===== config.mk =====
export PLATFORM = sky130hd
export DESIGN_NAME = mux_nto1_rr_flat
export DESIGN_NICKNAME = d
export VERILOG_FILES = /design/src/rtl/mux_nto1_rr_if.sv /design/src/rtl/mux_nto1_rr.sv /design/src/flat_wrapper.sv
export SDC_FILE = /design/constraint.sdc
export NUM_CORES = 1
export LEC_CHECK = 0
export CORE_MARGIN = 3
export CORE_UTILIZATION = 38
export DETAILED_ROUTE_END_ITERATION = 8
export PLACE_DENSITY_LB_ADDON = 0.08
export SLEW_MARGIN = 15
export SYNTH_ARGS = -nofsm -noshare
export SYNTH_HDL_FRONTEND = slang
export SYNTH_SLANG_ARGS = --single-unit

===== constraint.sdc =====
create_clock -name clk -period 2.1 [get_ports clk]
set_input_delay 0.42 -clock clk [delete_from_list [all_inputs] [get_ports clk]]
set_output_delay 0.42 -clock clk [all_outputs]
set_load 0.005 [all_outputs]

===== src/rtl/mux_nto1_rr_if.sv =====
// Stream bundle for mux_nto1_rr: CHANNELS packed producer lanes in, one consumer lane out.
// The slave modport is the mux's view; master is the surrounding environment.
interface mux_nto1_rr_if #(
    parameter int WIDTH    = 4,
    parameter int CHANNELS = 4
);
    localparam int SEL_W = (CHANNELS > 1) ? $clog2(CHANNELS) : 1;

    logic [CHANNELS*WIDTH-1:0] in_data;
    logic [CHANNELS-1:0]       in_valid;
    logic [CHANNELS-1:0]       in_ready;
    logic [WIDTH-1:0]          out_data;
    logic [SEL_W-1:0]          out_sel;
    logic                      out_valid;
    logic                      out_ready;

    modport slave (
        input  in_data, in_valid, out_ready,
        output in_ready, out_data, out_sel, out_valid
    );

    modport master (
        output in_data, in_valid, out_ready,
        input  in_ready, out_data, out_sel, out_valid
    );
endinterface


===== src/rtl/mux_nto1_rr.sv =====
// N:1 valid/ready stream mux with round-robin arbitration and a registered output slot.
// Define MUX_NTO1_FIXED_PRIO_EN to replace round-robin with lowest-index-wins priority.
module mux_nto1_rr #(
    parameter int WIDTH    = 4,
    parameter int CHANNELS = 4
) (
    input logic          clk,
    input logic          rst_n,
    mux_nto1_rr_if.slave bus
);
    localparam int SEL_W = (CHANNELS > 1) ? $clog2(CHANNELS) : 1;

    typedef enum logic {
        EMPTY = 1'b0,
        FULL  = 1'b1
    } state_t;

    state_t              state_q;
    state_t              state_d;
    logic [WIDTH-1:0]    data_q;
    logic [SEL_W-1:0]    sel_q;

    logic                load_en;
    logic                accept;
    logic                grant_any;
    logic [SEL_W-1:0]    grant_idx;
    logic [SEL_W-1:0]    lo_idx;
    logic [CHANNELS-1:0] grant_oh;

`ifndef MUX_NTO1_FIXED_PRIO_EN
    logic [SEL_W-1:0]    rr_ptr;
    logic                hi_any;
    logic [SEL_W-1:0]    hi_idx;
`endif

    // The slot can take a beat when it is empty or being drained this cycle.
    assign load_en = (state_q == EMPTY) || bus.out_ready;
    assign accept  = grant_any && load_en && rst_n;

    // Scan downward so the lowest qualifying index is the last one written.
    always_comb begin
        // NOTE: every combinational output gets a default first, so no path leaves it unassigned and no latch is inferred.
        grant_any = 1'b0;
        lo_idx    = '0;
`ifndef MUX_NTO1_FIXED_PRIO_EN
        hi_any    = 1'b0;
        hi_idx    = '0;
`endif
        for (int i = CHANNELS - 1; i >= 0; i--) begin
            if (bus.in_valid[i]) begin
                grant_any = 1'b1;
                lo_idx    = SEL_W'(i);
`ifndef MUX_NTO1_FIXED_PRIO_EN
                if (i >= int'(rr_ptr)) begin
                    hi_any = 1'b1;
                    hi_idx = SEL_W'(i);
                end
`endif
            end
        end
`ifdef MUX_NTO1_FIXED_PRIO_EN
        grant_idx = lo_idx;
`else
        // A valid channel at or above the pointer wins; otherwise wrap to the lowest.
        grant_idx = hi_any ? hi_idx : lo_idx;
`endif
    end

    always_comb begin
        grant_oh = '0;
        for (int i = 0; i < CHANNELS; i++) begin
            grant_oh[i] = grant_any && (grant_idx == SEL_W'(i));
        end
    end

    assign bus.in_ready = grant_oh & {CHANNELS{load_en && rst_n}};

    always_ff @(posedge clk) begin
        // NOTE: sequential state uses non-blocking assignment so every register samples pre-edge values.
        if (!rst_n) begin
            state_q <= EMPTY;
        end else begin
            state_q <= state_d;
        end
    end

    always_comb begin
        state_d = state_q;
        case (state_q)
            EMPTY: if (accept) state_d = FULL;
            FULL: begin
                if (accept) begin
                    state_d = FULL;
                end else if (bus.out_ready) begin
                    state_d = EMPTY;
                end
            end
            default: state_d = EMPTY;
        endcase
    end

    always_ff @(posedge clk) begin
        if (!rst_n) begin
            data_q <= '0;
            sel_q  <= '0;
        end else if (accept) begin
            data_q <= bus.in_data[grant_idx*WIDTH +: WIDTH];
            sel_q  <= grant_idx;
        end
    end

`ifndef MUX_NTO1_FIXED_PRIO_EN
    // The pointer moves only on an accepted beat, to the slot after the winner.
    always_ff @(posedge clk) begin
        if (!rst_n) begin
            rr_ptr <= '0;
        end else if (accept) begin
            rr_ptr <= (grant_idx == SEL_W'(CHANNELS - 1)) ? '0 : grant_idx + 1'b1;
        end
    end
`endif

    assign bus.out_valid = (state_q == FULL);
    assign bus.out_data  = data_q;
    assign bus.out_sel   = sel_q;
endmodule


===== src/flat_wrapper.sv =====
// flat-port wrapper written by rule: the top's interface ports become plain ports
module mux_nto1_rr_flat 
#(
    parameter int WIDTH    = 4,
    parameter int CHANNELS = 4
)
  (clk, rst_n, bus_in_data, bus_in_valid, bus_out_ready, bus_in_ready, bus_out_data, bus_out_sel, bus_out_valid);
  mux_nto1_rr_if #(.WIDTH(WIDTH), .CHANNELS(CHANNELS)) bus_i ();
  input logic clk;
  input logic rst_n;
  input wire logic [$bits(bus_i.in_data)-1:0] bus_in_data;
  input wire logic [$bits(bus_i.in_valid)-1:0] bus_in_valid;
  input wire logic [$bits(bus_i.out_ready)-1:0] bus_out_ready;
  output wire logic [$bits(bus_i.in_ready)-1:0] bus_in_ready;
  output wire logic [$bits(bus_i.out_data)-1:0] bus_out_data;
  output wire logic [$bits(bus_i.out_sel)-1:0] bus_out_sel;
  output wire logic [$bits(bus_i.out_valid)-1:0] bus_out_valid;
  assign bus_i.in_data = bus_in_data;
  assign bus_i.in_valid = bus_in_valid;
  assign bus_i.out_ready = bus_out_ready;
  assign bus_in_ready = bus_i.in_ready;
  assign bus_out_data = bus_i.out_data;
  assign bus_out_sel = bus_i.out_sel;
  assign bus_out_valid = bus_i.out_valid;
  mux_nto1_rr #(.WIDTH(WIDTH), .CHANNELS(CHANNELS)) u_core (.clk(clk), .rst_n(rst_n), .bus(bus_i));
endmodule

==> flow_metrics.env <==
export IMPL_syn_nets=94
export IMPL_layout_setup_ws_ps=-139
export IMPL_die_w_um=47.5
export IMPL_grt_pass1_wl_um=3160
export IMPL_drv_slew=0
export IMPL_rows=14
export IMPL_crit_type="flop to output pin"
export IMPL_power_density_mw_per_mm2=644
export IMPL_antenna_found_initial=0
export IMPL_netlist_area_sq_um=653
export IMPL_viasPerCell=5.24
export IMPL_regArea_sq_um=184
export IMPL_ys_ff_latch=9
export IMPL_h_tree_depth=1
export IMPL_initialDrtViolationCount=9
export IMPL_postSynthAreaPerCell_sq_um=9.75
export IMPL_fillers=113
export IMPL_r2r_setup_slack_ps=350
export IMPL_rsz0062_at_grt="true"
export IMPL_start_util_pct=41.9
export IMPL_hold_class="flop to flop"
export IMPL_clkTransAtPathRegs_ps=60
export IMPL_ys_seq_area_share_pct=27.6
export IMPL_cp_arrival_ps=1820
export IMPL_fin_crit_sh_pct=107
export IMPL_area_delta_synth_final_pct=83.5
export IMPL_place_gp_congestion=0.628
export IMPL_layout_nets=144
export IMPL_crit_path_start_kind="flop"
export IMPL_final_hold_violation_count=0
export IMPL_post_drt_wl_per_cell_um=15.0
export IMPL_clk_path_buf_depth=2
export IMPL_drc=0
export IMPL_insertion_delay_ps=260
export IMPL_period_needed_ps=2240
export IMPL_p_leak_nw=0.527
export IMPL_firstDrtPassIters=3
export IMPL_vdd_ir_drop_max_uv=481
export IMPL_design_area_sq_mm=0.00120
export IMPL_dieArea_sq_mm=0.00225
export IMPL_wirelength_um=1990
export IMPL_grt_pass1_vias=724
export IMPL_synth_warnings=0
export IMPL_antenna_cells=0
export IMPL_max_freq_mhz=447
export IMPL_netlist_instances=67
export IMPL_yosysUniqueCellTypes=26
export IMPL_layout_drive_gt1_share_pct=40.5
export IMPL_grt_max_degree=11
export IMPL_setup_tns_ps=-389
export IMPL_layout_commonest_cell="clkdlybuf4s50_1"
export IMPL_clock_sinks=9
export IMPL_maxSlewHeadroom_pct=80.7
export IMPL_drtAntennaViolNets=0
export IMPL_tightestPinTransition_ps=290
export IMPL_die_h_um=47.5
export IMPL_io_pins=34
export IMPL_numCtsBuffers=3
export IMPL_fin_skew_ps=1.50
export IMPL_vias=692
export IMPL_globalRouteTotalUtil_pct=20.0
export IMPL_path_max_fanout=5
export IMPL_grt_overflow_total=0
export IMPL_core_region_area_sq_mm=0.00156
export IMPL_mostFrequentLayoutCells="25 x clkdlybuf4s50_1, 13 x buf_4, 9 x mux2i_1"
export IMPL_status="finished with violations"
export IMPL_multi_input_area_sq_um=498
export IMPL_cp_data_required_time_ps=1680
export IMPL_root_buffer="clkbuf_4"
export IMPL_cts_tree="done"
export IMPL_io_buffer_count=33
export IMPL_setup_violations_final=4
export IMPL_placed_area_sq_mm=0.00105
export IMPL_drv_cap=0
export IMPL_endpoint_kind="output pin"
export IMPL_violations="negative setup slack"
[area by class of cell]
type                            count  area share (%)
Tap cell                           16            1.67
Timing Repair Buffer               48            37.9
Inverter                            3            1.36
Sequential cell                     9            15.3
Clock buffer                        4            2.19
Multi-Input combinational cell     52            41.5
[power breakdown]
group	switching, W	internal, W
Combinational	0.000169	0.000242
Clock	0.0000623	0.0000734
Sequential	0.0000214	0.000205
[cell families (layout without fill, tap and decap cells)]
family	count (synthesis)	in the layout	share of synthesized area (%)
simple gates	28	28	28.7
compound gates	11	11	16.5
mux	9	9	13.8
flops	9	9	27.6
buf+inv	6	55	5.75
fa+ha+maj	4	4	7.66
[final timing paths]
check / end / start / depth (start not counted)
worst max-delay path: bus_in_ready[1] / u_core.rr_ptr[1]$_SDFFE_PN0P_ / 8
worst min-delay path: u_core.bus.out_sel[0]$_SDFFE_PN0P_ / u_core.bus.out_sel[0]$_SDFFE_PN0P_ / 2
worst max register to register: u_core.bus.out_data[1]$_SDFFE_PN0P_ / u_core.rr_ptr[1]$_SDFFE_PN0P_ / 9
worst min register to register: u_core.bus.out_sel[0]$_SDFFE_PN0P_ / u_core.bus.out_sel[0]$_SDFFE_PN0P_ / 2
[metrics by stage]
step	total power [W]	hold WS (ps)	setup WS, ps	cells	util [%]
floorplan	0.000389	447	240	67	-
global placement	0.000536	456	-646	123	67.5
detailed placement	0.000545	468	-698	123	67.5
CTS	0.000765	480	-121	132	76.9
global route	0.000814	504	-182	132	76.9
finish	0.000772	477	-139	132	76.9
[registers in the layout (all words and copies together) (netlist names)]
| signal | flops |
|---|---|
| u_core.rr_ptr | 2 |
| u_core.bus.out_data | 4 |
| u_core.bus.out_sel | 2 |
| u_core.bus.out_valid | 1 |
[Yosys cell counts]
master	n	share of area, %
buf_6	2	3.4
and2b_2	1	1.3
and3_4	1	1.7
nand3_2	1	1.5
or4_4	1	1.7
a21boi_0	1	1.1
ha_1	4	7.7
o21ai_0	1	0.77
nand2b_1	1	0.96
o22ai_2	1	1.9
mux2i_1	9	14
dfxtp_1	9	28
and2_2	4	4.6
inv_1	2	1.1
nand3_1	7	5.4
nor2_1	2	1.1
or2b_2	1	1.3
nand2_1	5	2.9
or3_4	1	1.7
o21a_1	1	1.1
clkbuf_1	1	0.57
o221ai_2	4	9.2
clkinv_1	1	0.57
nor2b_1	1	0.96
nand2_4	2	3.4
a21oi_1	3	2.3
[worst max-delay path, stage by stage (launching register included)]
cell	delay, ps
dfxtp_4	370
mux2i_1	180
nor2_1	70
or3_4	400
buf_6	140
clkinv_4	60
ha_4	120
and2_4	130
buf_6	80
[per-layer routing]
layer  up-vias  wire, um  track usage, %
li1        339         -               -
met3         7       123            3.01
met4         0        44            8.29
met5         -         0               0
met2        27       975            35.6
met1       319       842            23.8
[what timing repair did]
item                                   CTS  global route
setup buffers                            5             0
endpoints found under the hold margin    0             0
hold buffers                             0             0
setup endpoints to repair                4             4
gates resized for setup                 47             0
pin swaps                                4             0
No activity file was read; power rests on OpenSTA's default activity.
